--- src/rtl/rv_pkg.sv ---
// Shared RISC-V core definitions: opcodes, trap causes, writeback entry layout
// and the writeback-stage state encoding.
package rv_pkg;

   localparam int RV_XLEN = 32;

   localparam logic [6:0] OP_JALR   = 7'b1100111;
   localparam logic [6:0] OP_JAL    = 7'b1101111;
   localparam logic [6:0] OP_BRANCH = 7'b1100011;
   localparam logic [6:0] OP_OP     = 7'b0110011;
   localparam logic [6:0] OP_OP_IMM = 7'b0010011;

   localparam logic [3:0] CAUSE_INSN_MISALIGNED = 4'd0;

   typedef enum logic [1:0] {
      ST_EMPTY     = 2'd0,
      ST_FULL      = 2'd1,
      ST_TRAP_HOLD = 2'd2
   } wb_state_e;

   typedef struct packed {
      logic [RV_XLEN-1:0] pc;
      logic               pc_w_op;
      logic [RV_XLEN-1:0] tgt;
      logic               reg_w_op;
      logic [4:0]         idx;
      logic [RV_XLEN-1:0] val;
   } wb_entry_t;

   // JALR semantics: the LSB of the computed target is always discarded.
   function automatic logic [RV_XLEN-1:0] align_tgt(input logic [RV_XLEN-1:0] raw);
      return {raw[RV_XLEN-1:1], 1'b0};
   endfunction

endpackage

--- src/rtl/ins_wb_instret.sv ---
// Retired-instruction counter; wraps from all-ones back to zero.
module ins_wb_instret #(
   parameter int CNT_W = 64
) (
   input  logic             clk,
   input  logic             rst_n,
   input  logic             inc_i,
   output logic [CNT_W-1:0] cnt_o
);

   logic [CNT_W-1:0] cnt_q;
   logic [CNT_W-1:0] cnt_d;

   assign cnt_d = cnt_q + CNT_W'(inc_i);

   always_ff @(posedge clk or negedge rst_n) begin
      if (!rst_n) begin
         cnt_q <= '0;
      end else begin
         cnt_q <= cnt_d;
      end
   end

   assign cnt_o = cnt_q;

endmodule

--- src/rtl/ins_writeback_commit.sv ---
// Single-entry writeback/commit stage: commits rd/PC from the held execute
// result or converts a misaligned redirect into a trap. XLEN must match RV_XLEN.
module ins_writeback_commit
   import rv_pkg::*;
#(
   parameter int XLEN  = RV_XLEN,
   parameter int CNT_W = 64
) (
   input  logic             clk,
   input  logic             rst_n,
   // Handshake: a transfer happens on any cycle where ex_valid && ex_ready;
   // the producer keeps ex_* stable while ex_valid is high and ex_ready is low.
   input  logic             ex_valid,
   output logic             ex_ready,
   input  logic [XLEN-1:0]  ex_pc_val,
   input  logic             ex_pc_w_op,
   input  logic [XLEN-1:0]  ex_pc_w_val,
   input  logic             ex_reg_w_op,
   input  logic [4:0]       ex_reg_w_idx,
   input  logic [XLEN-1:0]  ex_reg_w_val,
   input  logic             wb_stall,
   output logic             rf_w_en,
   output logic [4:0]       rf_w_idx,
   output logic [XLEN-1:0]  rf_w_val,
   output logic             pc_w_en,
   output logic [XLEN-1:0]  pc_w_val,
   output logic             fwd_valid,
   output logic [4:0]       fwd_idx,
   output logic [XLEN-1:0]  fwd_val,
   output logic             trap_valid,
   output logic [3:0]       trap_cause,
   output logic [XLEN-1:0]  trap_epc,
   output logic [XLEN-1:0]  trap_tval,
   input  logic             trap_ack,
   output logic [CNT_W-1:0] instret,
   output logic [1:0]       dbg_state
);

   wb_state_e       state_q, state_d;
   wb_entry_t       entry_q, entry_d;
   logic [XLEN-1:0] epc_q, epc_d;
   logic [XLEN-1:0] tval_q, tval_d;
   logic            ready;
   logic            commit;
   logic            mis;
   logic            accept;
   logic            writes_rd;

   assign mis       = entry_q.pc_w_op && entry_q.tgt[1];
   assign writes_rd = entry_q.reg_w_op && (entry_q.idx != 5'd0);

   always_comb begin
      state_d = state_q;
      entry_d = entry_q;
      epc_d   = epc_q;
      tval_d  = tval_q;
      ready   = 1'b0;
      commit  = 1'b0;
      accept  = 1'b0;
      case (state_q)
         ST_EMPTY: begin
            ready = 1'b1;
         end
         ST_FULL: begin
            // A misaligned redirect traps even under stall; the entry never commits.
            if (mis) begin
               state_d = ST_TRAP_HOLD;
               epc_d   = entry_q.pc;
               tval_d  = entry_q.tgt;
            end else if (!wb_stall) begin
               commit  = 1'b1;
               ready   = 1'b1;
               state_d = ST_EMPTY;
            end
         end
         ST_TRAP_HOLD: begin
            if (trap_ack) begin
               state_d = ST_EMPTY;
               entry_d = '0;
            end
         end
         default: begin
            state_d = ST_EMPTY;
         end
      endcase
      accept = ex_valid && ready;
      if (accept) begin
         state_d          = ST_FULL;
         entry_d.pc       = ex_pc_val;
         entry_d.pc_w_op  = ex_pc_w_op;
         entry_d.tgt      = align_tgt(ex_pc_w_val);
         entry_d.reg_w_op = ex_reg_w_op;
         entry_d.idx      = ex_reg_w_idx;
         entry_d.val      = ex_reg_w_val;
      end
   end

   always_ff @(posedge clk or negedge rst_n) begin
      if (!rst_n) begin
         state_q <= ST_EMPTY;
         entry_q <= '0;
         epc_q   <= '0;
         tval_q  <= '0;
      end else begin
         state_q <= state_d;
         entry_q <= entry_d;
         epc_q   <= epc_d;
         tval_q  <= tval_d;
      end
   end

   ins_wb_instret #(
      .CNT_W (CNT_W)
   ) u_instret (
      .clk   (clk),
      .rst_n (rst_n),
      .inc_i (commit),
      .cnt_o (instret)
   );

   assign ex_ready   = ready;

   assign rf_w_en    = commit && writes_rd;
   assign rf_w_idx   = rf_w_en ? entry_q.idx : 5'd0;
   assign rf_w_val   = rf_w_en ? entry_q.val : '0;

   assign pc_w_en    = commit;
   assign pc_w_val   = !commit         ? '0 :
                       entry_q.pc_w_op ? entry_q.tgt :
                                         entry_q.pc + XLEN'(4);

   // Bypass is visible for the whole time the entry is held, stalled or not.
   assign fwd_valid  = (state_q == ST_FULL) && writes_rd && !mis;
   assign fwd_idx    = fwd_valid ? entry_q.idx : 5'd0;
   assign fwd_val    = fwd_valid ? entry_q.val : '0;

   assign trap_valid = (state_q == ST_TRAP_HOLD);
   assign trap_cause = CAUSE_INSN_MISALIGNED;
   assign trap_epc   = trap_valid ? epc_q  : '0;
   assign trap_tval  = trap_valid ? tval_q : '0;

   assign dbg_state  = state_q;

endmodule

--- config.mk ---
export PLATFORM = sky130hd
export DESIGN_NAME = ins_writeback_commit
export DESIGN_NICKNAME = d
export VERILOG_FILES = /design/src/rtl/rv_pkg.sv /design/src/rtl/ins_wb_instret.sv /design/src/rtl/ins_writeback_commit.sv
export SDC_FILE = /design/constraint.sdc
export NUM_CORES = 1
export LEC_CHECK = 0
export ABC_AREA = 1
export BUFFER_PORTS_ARGS = -buffer_cell sky130_fd_sc_hd__buf_2
export CORE_UTILIZATION = 40
export DETAILED_ROUTE_END_ITERATION = 8
export GPL_ROUTABILITY_DRIVEN = 0
export GPL_TIMING_DRIVEN = 1
export MAX_ROUTING_LAYER = met4
export PLACE_DENSITY = 0.71
export SKIP_CTS_REPAIR_TIMING = 1
export SLEW_MARGIN = 40
export SYNTH_ARGS = -nofsm -noshare
export SYNTH_HDL_FRONTEND = slang
export SYNTH_SLANG_ARGS = --single-unit
--- constraint.sdc ---
create_clock -name clk -period 4.1 [get_ports clk]
set_input_delay 1.23 -clock clk [delete_from_list [all_inputs] [get_ports clk]]
set_output_delay 1.23 -clock clk [all_outputs]
set_load 0.01 [all_outputs]
== Word level (Yosys, flattened, before mapping) ==
Index checks and enable logic that the tools add are counted.
Operators by class
  add/subtract/negate cells: 2
  equal/unequal tests: 5
  mux-type cells: 20
  reductions and logical operators: 14
Operators with widths (count)
  two-way mux 103 bit: 3
  two-way mux 32 bit: 6
  adder 64 x 1 -> 64 bit: 1
  adder 32 x 3 -> 32 bit (second input constant): 1
  two-way mux 5 bit: 2
  two-way mux 2 bit: 4
  logical AND 1 bit: 6
  one-hot mux 2 bit (3 select lines): 1
  nonzero test 5 bit: 1
  inequality test 4 bit (second input constant): 1
  AND reduction 2 bit: 2
  nonzero test 2 bit: 2
  two-way mux 1 bit: 3
  inequality test 3 x 1 -> 1 bit (second input constant): 1
  AND reduction 3 bit: 1
  == test 2 x 1 -> 1 bit (second input constant): 1
  == test 2 bit (second input constant): 1
  logical NOT 2 bit: 1
  inequality test 2 bit (second input constant): 1
  one-hot mux 1 bit (2 select lines): 1
  logical NOT 1 bit: 1
Word-level totals
  bits in registers: 233
  input port bits: 108
  output and inout bits: 245
  word-level logic and storage cells: 51

== Logic depth before layout (Yosys ltp) ==
Gate-level depths: netlist of the first run.
  word-level depth: 6
  depth in mapped cells: 15
  depth with buffers taken out: 14

== By module ==
Synthesis of the first run repeated with hierarchy kept, for this count alone.
Unflattened totals
  cells, all modules: 1779
  area, all modules: 12603.3 um^2
Modules (own cells, without submodules)
  ins_writeback_commit: times used 1, cells an instance 1262, area an instance 8864.8 um^2, sequential area each 4179.0 um^2
  ins_wb_instret: times used 1, cells an instance 517, area an instance 3738.6 um^2, sequential area each 1601.5 um^2

== Worst setup path before layout of the first run ==
Ideal clock, no wire load.
  kind: input-to-output
  start point: input port wb_stall
  end point: output port rf_w_val[10]
  arrival time: 2170 ps
  data required time: 2870 ps
  path slack: 700 ps
  stages: 6
  buffers on the path: 1
  cell sequence: inv_1 > nand3_2 > nor2_1 > inv_2 > buf_1 > nor2_1
On the way
  cells in the longest elaborated chain, start to end: 5
RTL lines
  start, declared: RTL line ins_writeback_commit.sv:21  | input logic wb_stall,
  two-way mux 1 bit: RTL line ins_writeback_commit.sv:70  | end else if (!wb_stall) begin
  two-way mux 1 bit: RTL line ins_writeback_commit.sv:66  | if (mis) begin
  two-way mux 1 bit: RTL line ins_writeback_commit.sv:60  | case (state_q)
  logical AND 1 bit: RTL line ins_writeback_commit.sv:123  | assign rf_w_en = commit && writes_rd;
  named net rf_w_en: RTL line ins_writeback_commit.sv:22  | output logic rf_w_en,
  two-way mux 32 bit: RTL line ins_writeback_commit.sv:125  | assign rf_w_val = rf_w_en ? entry_q.val : '0;
  end, declared: RTL line ins_writeback_commit.sv:24  | output logic [XLEN-1:0] rf_w_val,
The timed path passes the listed nets, and every way through them passes these cells.

== Worst setup path in the final report of the first run ==
  start point: input port wb_stall
  end point: output port pc_w_val[7]
On the way
  cells in the longest elaborated chain, start to end: 4
RTL lines
  two-way mux 1 bit: RTL line ins_writeback_commit.sv:70
  two-way mux 1 bit: RTL line ins_writeback_commit.sv:66
  two-way mux 1 bit: RTL line ins_writeback_commit.sv:60
  two-way mux 32 bit: RTL line ins_writeback_commit.sv:128  | assign pc_w_val = !commit ? '0 :
  end, declared: RTL line ins_writeback_commit.sv:26  | output logic [XLEN-1:0] pc_w_val,
No other way between the ends.

==> flow_metrics.tcl, run 1 <==
set metrics [dict create \
    ff2ff_setup_slack_ns 0.83 \
    cp_slowest_cell "inv_1" \
    cp.depth 9 \
    leakage_nw 8.401 \
    p_per_area_nw_per_um2 641.6 \
    finalSetupViolCount 0 \
    crit_chain "buf_2 -> inv_1 -> nand3_2 -> inv_1 -> nand2_1 -> a21oi_1 -> o21ai_0 -> nand2_1 -> buf_2" \
    vias 12620 \
    detail_route.wirelength_um 42490 \
    overflow 0 \
    crit_type "primary input to output port" \
    crit_buf_inv 4 \
    cts_root_buf "clkbuf_16" \
    htree_levels 1 \
    multiInputGateArea_um2 5503 \
    drc 0 \
    layout_setup_ws_ns 0.2261 \
    crit_family "buffers and inverters" \
    fill_cells 2999 \
    max_cap_violations 0 \
    synth-edff-count 0 \
    worst_setup_path_start_kind "primary input" \
    netlist-cell-type-count 26 \
    cp-startpoint "wb_stall" \
    insertion_delay_ns 0.55 \
    coreArea_um2 30510 \
    ys_seq_area_frac 0.4672 \
    clkTransAtPathRegs_ns 0.06 \
    top_level_ports 353 \
    ys.flop_type "dfrtp_1" \
    path_max_fanout 13 \
    vias_per_cell 5.118 \
    rsz0062_at_grt "false" \
    setup_tns_ns 0 \
    grt_pass1_vias 11730 \
    yosys_warnings 0 \
    drt-wirelength-per-cell_um 17.23 \
    p_total_mw 9.925 \
    die_x_um 177.9 \
    hold_ws_ns 0.4537 \
    period_share 0.9449 \
    drive_gt1_frac 0.2002 \
    ys_async_sr_fraction 1.000 \
    first_pass_iters 6 \
    endpoint "pc_w_val[7]" \
    min_path_type "register to register" \
    worst_pin_slew_ns 0.7237 \
    synth_cells 1738 \
    cpPeakStageDelay_ns 0.40 \
    cp-end-kind "output port" \
    syn_area_um2 12370 \
    grt_max_degree 103 \
    required_ns 2.87 \
    grtUsageTotal 0.2732 \
    regArea_um2 5781 \
    port_buffers 346 \
    grt_pass1_wl_um 64270 \
    regToRegEndpoint "u_instret.cnt_o[60]" \
    post-place-ws_ns 0.2158 \
    cts_sinks 231 \
    dp_hpwl_um 32290 \
    start_util 0.4056 \
    irDropWorstVdd_mv 0.5377 \
    numCtsBuffers 28 \
    arrival_ns 2.64 \
    finalHoldViolations 0 \
    cts_buffer_depth 3 \
    cts_tree "done" \
    ys_ff_latch 231 \
    fin_nets 2159 \
    avgSynthCellArea_um2 7.119 \
    fin_crit_ns 3.874 \
    rows 64 \
    die_h_um 177.9 \
    die_area_um2 31640 \
    fmax_ghz 0.2581 \
    r2r-start "dbg_state[0]" \
    ant_nets 0 \
    max-slew-margin-rel 0.5146 \
    antenna_found_initial 2 \
    fin_skew_ns 0.01306 \
    reg2reg_depth 14 \
    slew_viol_final 0 \
    syn_to_final_growth_pct 25.02 \
    drtIter0Drc 947 \
    status "complete, no violations" \
]
synthesized netlist by cell type (5+ instances only):
cell type | count | share of area
nand3_1 | 260 | 0.11
xnor2_1 | 30 | 0.021
nand4_1 | 9 | 0.0046
buf_1 | 21 | 0.0064
nand2_1 | 415 | 0.13
o21ai_0 | 70 | 0.028
xor2_1 | 24 | 0.017
buf_2 | 18 | 0.0073
clkbuf_1 | 40 | 0.012
nand3b_1 | 12 | 0.0073
dfrtp_1 | 231 | 0.47
buf_4 | 5 | 0.0030
and2_1 | 6 | 0.0030
nor3_1 | 7 | 0.0028
inv_1 | 210 | 0.064
a21oi_1 | 48 | 0.019
nor2_1 | 316 | 0.096
worst min-delay path by stage:
stage | start | endpoint | slack, ns | cells after the start
floorplan | tval_q[1] | tval_q[1] | 0.42 | 2
global placement | tval_q[1] | tval_q[1] | 0.43 | 2
detailed placement | tval_q[1] | tval_q[1] | 0.44 | 2
CTS | tval_q[1] | tval_q[1] | 0.45 | 2
global route | tval_q[1] | tval_q[1] | 0.46 | 2
finish | tval_q[1] | tval_q[1] | 0.45 | 2
registers in the layout, summed over array words and instances, names as in the netlist:
register	flops
u_instret.cnt_o	64
entry_q	102
epc_q	32
tval_q	31
dbg_state	2
per-layer routing:
| layer | global-route usage | wire length, um | vias up |
|---|---|---|---|
| met5 | - | 0 | - |
| met4 | 0.1036 | 1719 | 0 |
| met3 | 0.05506 | 3848 | 108 |
| met2 | 0.4467 | 20380 | 587 |
| met1 | 0.3315 | 16540 | 5880 |
| li1 | - | - | 6046 |
layout make-up:
type / count / area share
timing repair buffer: 360 / 0.1220
clock inverter: 11 / 0.01464
clock buffer: 39 / 0.04991
inverter: 213 / 0.05169
antenna: 2 / 0.0003235
tap: 396 / 0.03203
multi-input combinational: 1214 / 0.3557
sequential: 231 / 0.3737
worst reg2reg max path, stage by stage, from the launching register on:
cell,delay (ns)
dfrtp_1,0.43
inv_1,0.12
nor2_2,0.21
nand3_2,0.13
inv_1,0.40
ha_1,0.35
ha_1,0.23
nand3_2,0.14
nor2_2,0.28
nand2_1,0.16
nor2_1,0.27
and2_1,0.27
nand2_1,0.07
nand2_1,0.06
nand2_1,0.05
where the power goes:
part | leakage (nW) | switching (mW) | internal, mW
Combinational | 4.97 | 2.34 | 1.08
Sequential | 2.95 | 0.709 | 3.11
Clock | 0.480 | 0.991 | 1.69
Total | 8.40 | 4.04 | 5.88
stage by stage:
stage | util | std cells | area, um^2
global placement | 0.4737 | 2414 | 14450
floorplan | - | 1742 | 12390
detailed placement | 0.4740 | 2414 | 14460
CTS | 0.5067 | 2464 | 15460
finish | 0.5070 | 2466 | 15470
global route | 0.5070 | 2466 | 15470
placed cells by master (no fill, tap or decap), types with 3 or more instances in the layout:
| master | netlist | final |
|---|---|---|
| nand2_1 | 415 | 412 |
| buf_2 | 18 | 344 |
| nor2_1 | 316 | 316 |
| nand3_1 | 260 | 259 |
| dfrtp_1 | 231 | 231 |
| inv_1 | 210 | 210 |
| o21ai_0 | 70 | 70 |
| a21oi_1 | 48 | 48 |
| xnor2_1 | 30 | 30 |
| clkbuf_16 | 0 | 28 |
| xor2_1 | 24 | 24 |
| nand3b_1 | 12 | 12 |
| buf_4 | 5 | 12 |
| nand4_1 | 9 | 9 |
| clkbuf_1 | 40 | 8 |
| nor3_1 | 7 | 7 |
| and2_1 | 6 | 6 |
| bufinv_16 | 0 | 6 |
| conb_1 | 1 | 5 |
| nor2_2 | 3 | 3 |
| ha_1 | 3 | 3 |
| clkbuf_8 | 0 | 3 |
| buf_12 | 0 | 3 |
cells by family after synthesis:
kind of cell / Yosys count / synth area share
AO/OA/AOI/OAI: 120 / 0.04884
XOR/XNOR: 54 / 0.03822
adder cells (fa/ha/maj): 3 / 0.003034
buffers and inverters: 297 / 0.09344
flip-flops: 231 / 0.4672
other: 1 / 0.0003031
AND/OR/NAND/NOR: 1032 / 0.3490
Power figures use the tool's default switching activity.
==> run 2: changes to the inputs <==
--- a/config.mk
+++ b/config.mk
@@ -8,10 +8,10 @@
 export ABC_AREA = 1
 export BUFFER_PORTS_ARGS = -buffer_cell sky130_fd_sc_hd__buf_2
 export CORE_UTILIZATION = 40
+export CTS_BUF_LIST = sky130_fd_sc_hd__clkbuf_8
 export DETAILED_ROUTE_END_ITERATION = 8
 export GPL_ROUTABILITY_DRIVEN = 0
 export GPL_TIMING_DRIVEN = 1
-export MAX_ROUTING_LAYER = met4
 export PLACE_DENSITY = 0.71
 export SKIP_CTS_REPAIR_TIMING = 1
 export SLEW_MARGIN = 40
==> run 2 against run 1 <==
Cell count increased by 1.0%. Critical path depth unchanged. Largest cell class unchanged. First-iteration DRC count shrank 3.1%. Largest power group unchanged. Non-clock buffer count up 1. Clock skew increased by 0.034 ns. Critical endpoint unchanged. Combinational power hardly changed. Global-route usage is 0.68 points lower.
==> flow_metrics.tcl, run 2 (synthesis results as in run 1) <==
set metrics [dict create \
    clkTransAtPathRegs_ns 0.06 \
    irDropWorstVdd_mv 0.5100 \
    drc 0 \
    p_per_area_nw_per_um2 625.0 \
    coreArea_um2 30510 \
    mostFrequentLayoutCell "nand2_1" \
    fin_skew_ns 0.04755 \
    dp_hpwl_um 32290 \
    vias_per_cell 5.125 \
    die_x_um 177.9 \
    port_buffers 346 \
    antenna_found_initial 2 \
    layout_setup_ws_ns 0.2255 \
    grt_pass1_vias 11790 \
    ant_nets 0 \
    numCtsBuffers 43 \
    slew_viol_final 0 \
    worst_pin_slew_ns 0.7415 \
    vias 12770 \
    drive_gt1_frac 0.2105 \
    top_level_ports 353 \
    max-slew-margin-rel 0.5026 \
    min_path_type "register to register" \
    largest-register "entry_q" \
    htree_levels 2 \
    required_ns 2.87 \
    finalHoldViolations 0 \
    largest_register_ffs 102 \
    rsz0062_at_grt "false" \
    grtUsageTotal 0.2665 \
    cts_root_buf "clkbuf_8" \
    max_cap_violations 0 \
    grt_pass1_wl_um 64410 \
    crit_type "primary input to output port" \
    status "complete, no violations" \
    detail_route.wirelength_um 42690 \
    overflow 0 \
    post-place-ws_ns 0.2158 \
    first_pass_iters 6 \
    arrival_ns 2.64 \
    insertion_delay_ns 0.58 \
    die_area_um2 31640 \
    finalSetupViolCount 0 \
    cp-end-kind "output port" \
    cts_sinks 231 \
    diodes 0 \
    fin_nets 2175 \
    cts_buffer_depth 3 \
    mostFrequentLayoutCells "nand2_1, buf_2, nor2_1" \
    p_total_mw 9.637 \
    period_share 0.9450 \
    worst_setup_path_start_kind "primary input" \
    setup_tns_ns 0 \
    die_h_um 177.9 \
    drtIter0Drc 918 \
    leakage_nw 8.447 \
    start_util 0.4056 \
    drt-wirelength-per-cell_um 17.14 \
    path_max_fanout 13 \
    rows 64 \
    grt_max_degree 103 \
    fin_crit_ns 3.874 \
    syn_to_final_growth_pct 24.61 \
    cts_tree "done" \
    fmax_ghz 0.2581 \
]
-- run 2: changes by cell type in the layout (fill, tap and decap cells not counted), moves of 4 or more --
cell,change
clkinv_2,+6
bufinv_16,-4
inv_1,+8
clkbuf_8,+53
clkbuf_16,-28
clkbuf_1,-8
-- run 2: layout make-up --
cell class	instances	area (um^2)
fill	3022	15090
sequential	231	5781
multi-input combinational	1214	5503
timing repair buffer	361	1914
inverter	213	799.5
clock buffer	56	770.7
tap	396	495.5
clock inverter	20	155.1
-- run 2: through the flow --
step / area (um^2) / util / hold slack [ns] / std cells
2_1_floorplan: 12390 / - / 0.4229 / 1742
3_3_place_gp: 14450 / 0.4737 / 0.4342 / 2414
3_5_place_dp: 14460 / 0.4740 / 0.4378 / 2414
4_1_cts: 15390 / 0.5043 / 0.4543 / 2490
5_1_grt: 15420 / 0.5054 / 0.4667 / 2491
6_report: 15420 / 0.5054 / 0.4545 / 2491
-- run 2: metal layers --
layer  wire length [um]  track usage  part of all wire  vias to the layer above
met5                 22            0           0.00052                        -
met4               1848       0.1157             0.043                        4
met3               4072      0.06877             0.095                      119
met2              20190       0.4399              0.47                      641
met1              16550       0.3273              0.39                     5921
li1                   -            -                 -                     6081
-- run 2: power breakdown --
| part | total [mW] | switching (mW) | leakage [nW] | internal [mW] |
|---|---|---|---|---|
| combinational | 3.43 | 2.35 | 4.98 | 1.08 |
| sequential | 3.82 | 0.710 | 2.95 | 3.11 |
| clock | 2.38 | 1.03 | 0.513 | 1.36 |
| total | 9.64 | 4.08 | 8.45 | 5.55 |
-- run 2: final timing paths --
path	from	endpoint	slack [ns]	cells past startpoint
setup / recovery	wb_stall	pc_w_val[7]	0.23	9
hold / removal	tval_q[1]	tval_q[1]	0.45	2
setup reg to reg	dbg_state[1]	u_instret.cnt_o[60]	0.77	13
hold reg to reg	tval_q[1]	tval_q[1]	0.45	2
max in group asynchronous	rst_n	entry_q[41]	2.48	3
min in group asynchronous	rst_n	u_instret.cnt_o[38]	0.52	1
-- run 2: worst max-delay path, stage by stage --
cell,delay [ns]
buf_2,0.10
inv_1,0.11
nand3_2,0.12
inv_1,0.41
nand2_1,0.19
a21oi_1,0.14
o21ai_0,0.09
nand2_1,0.10
buf_2,0.15
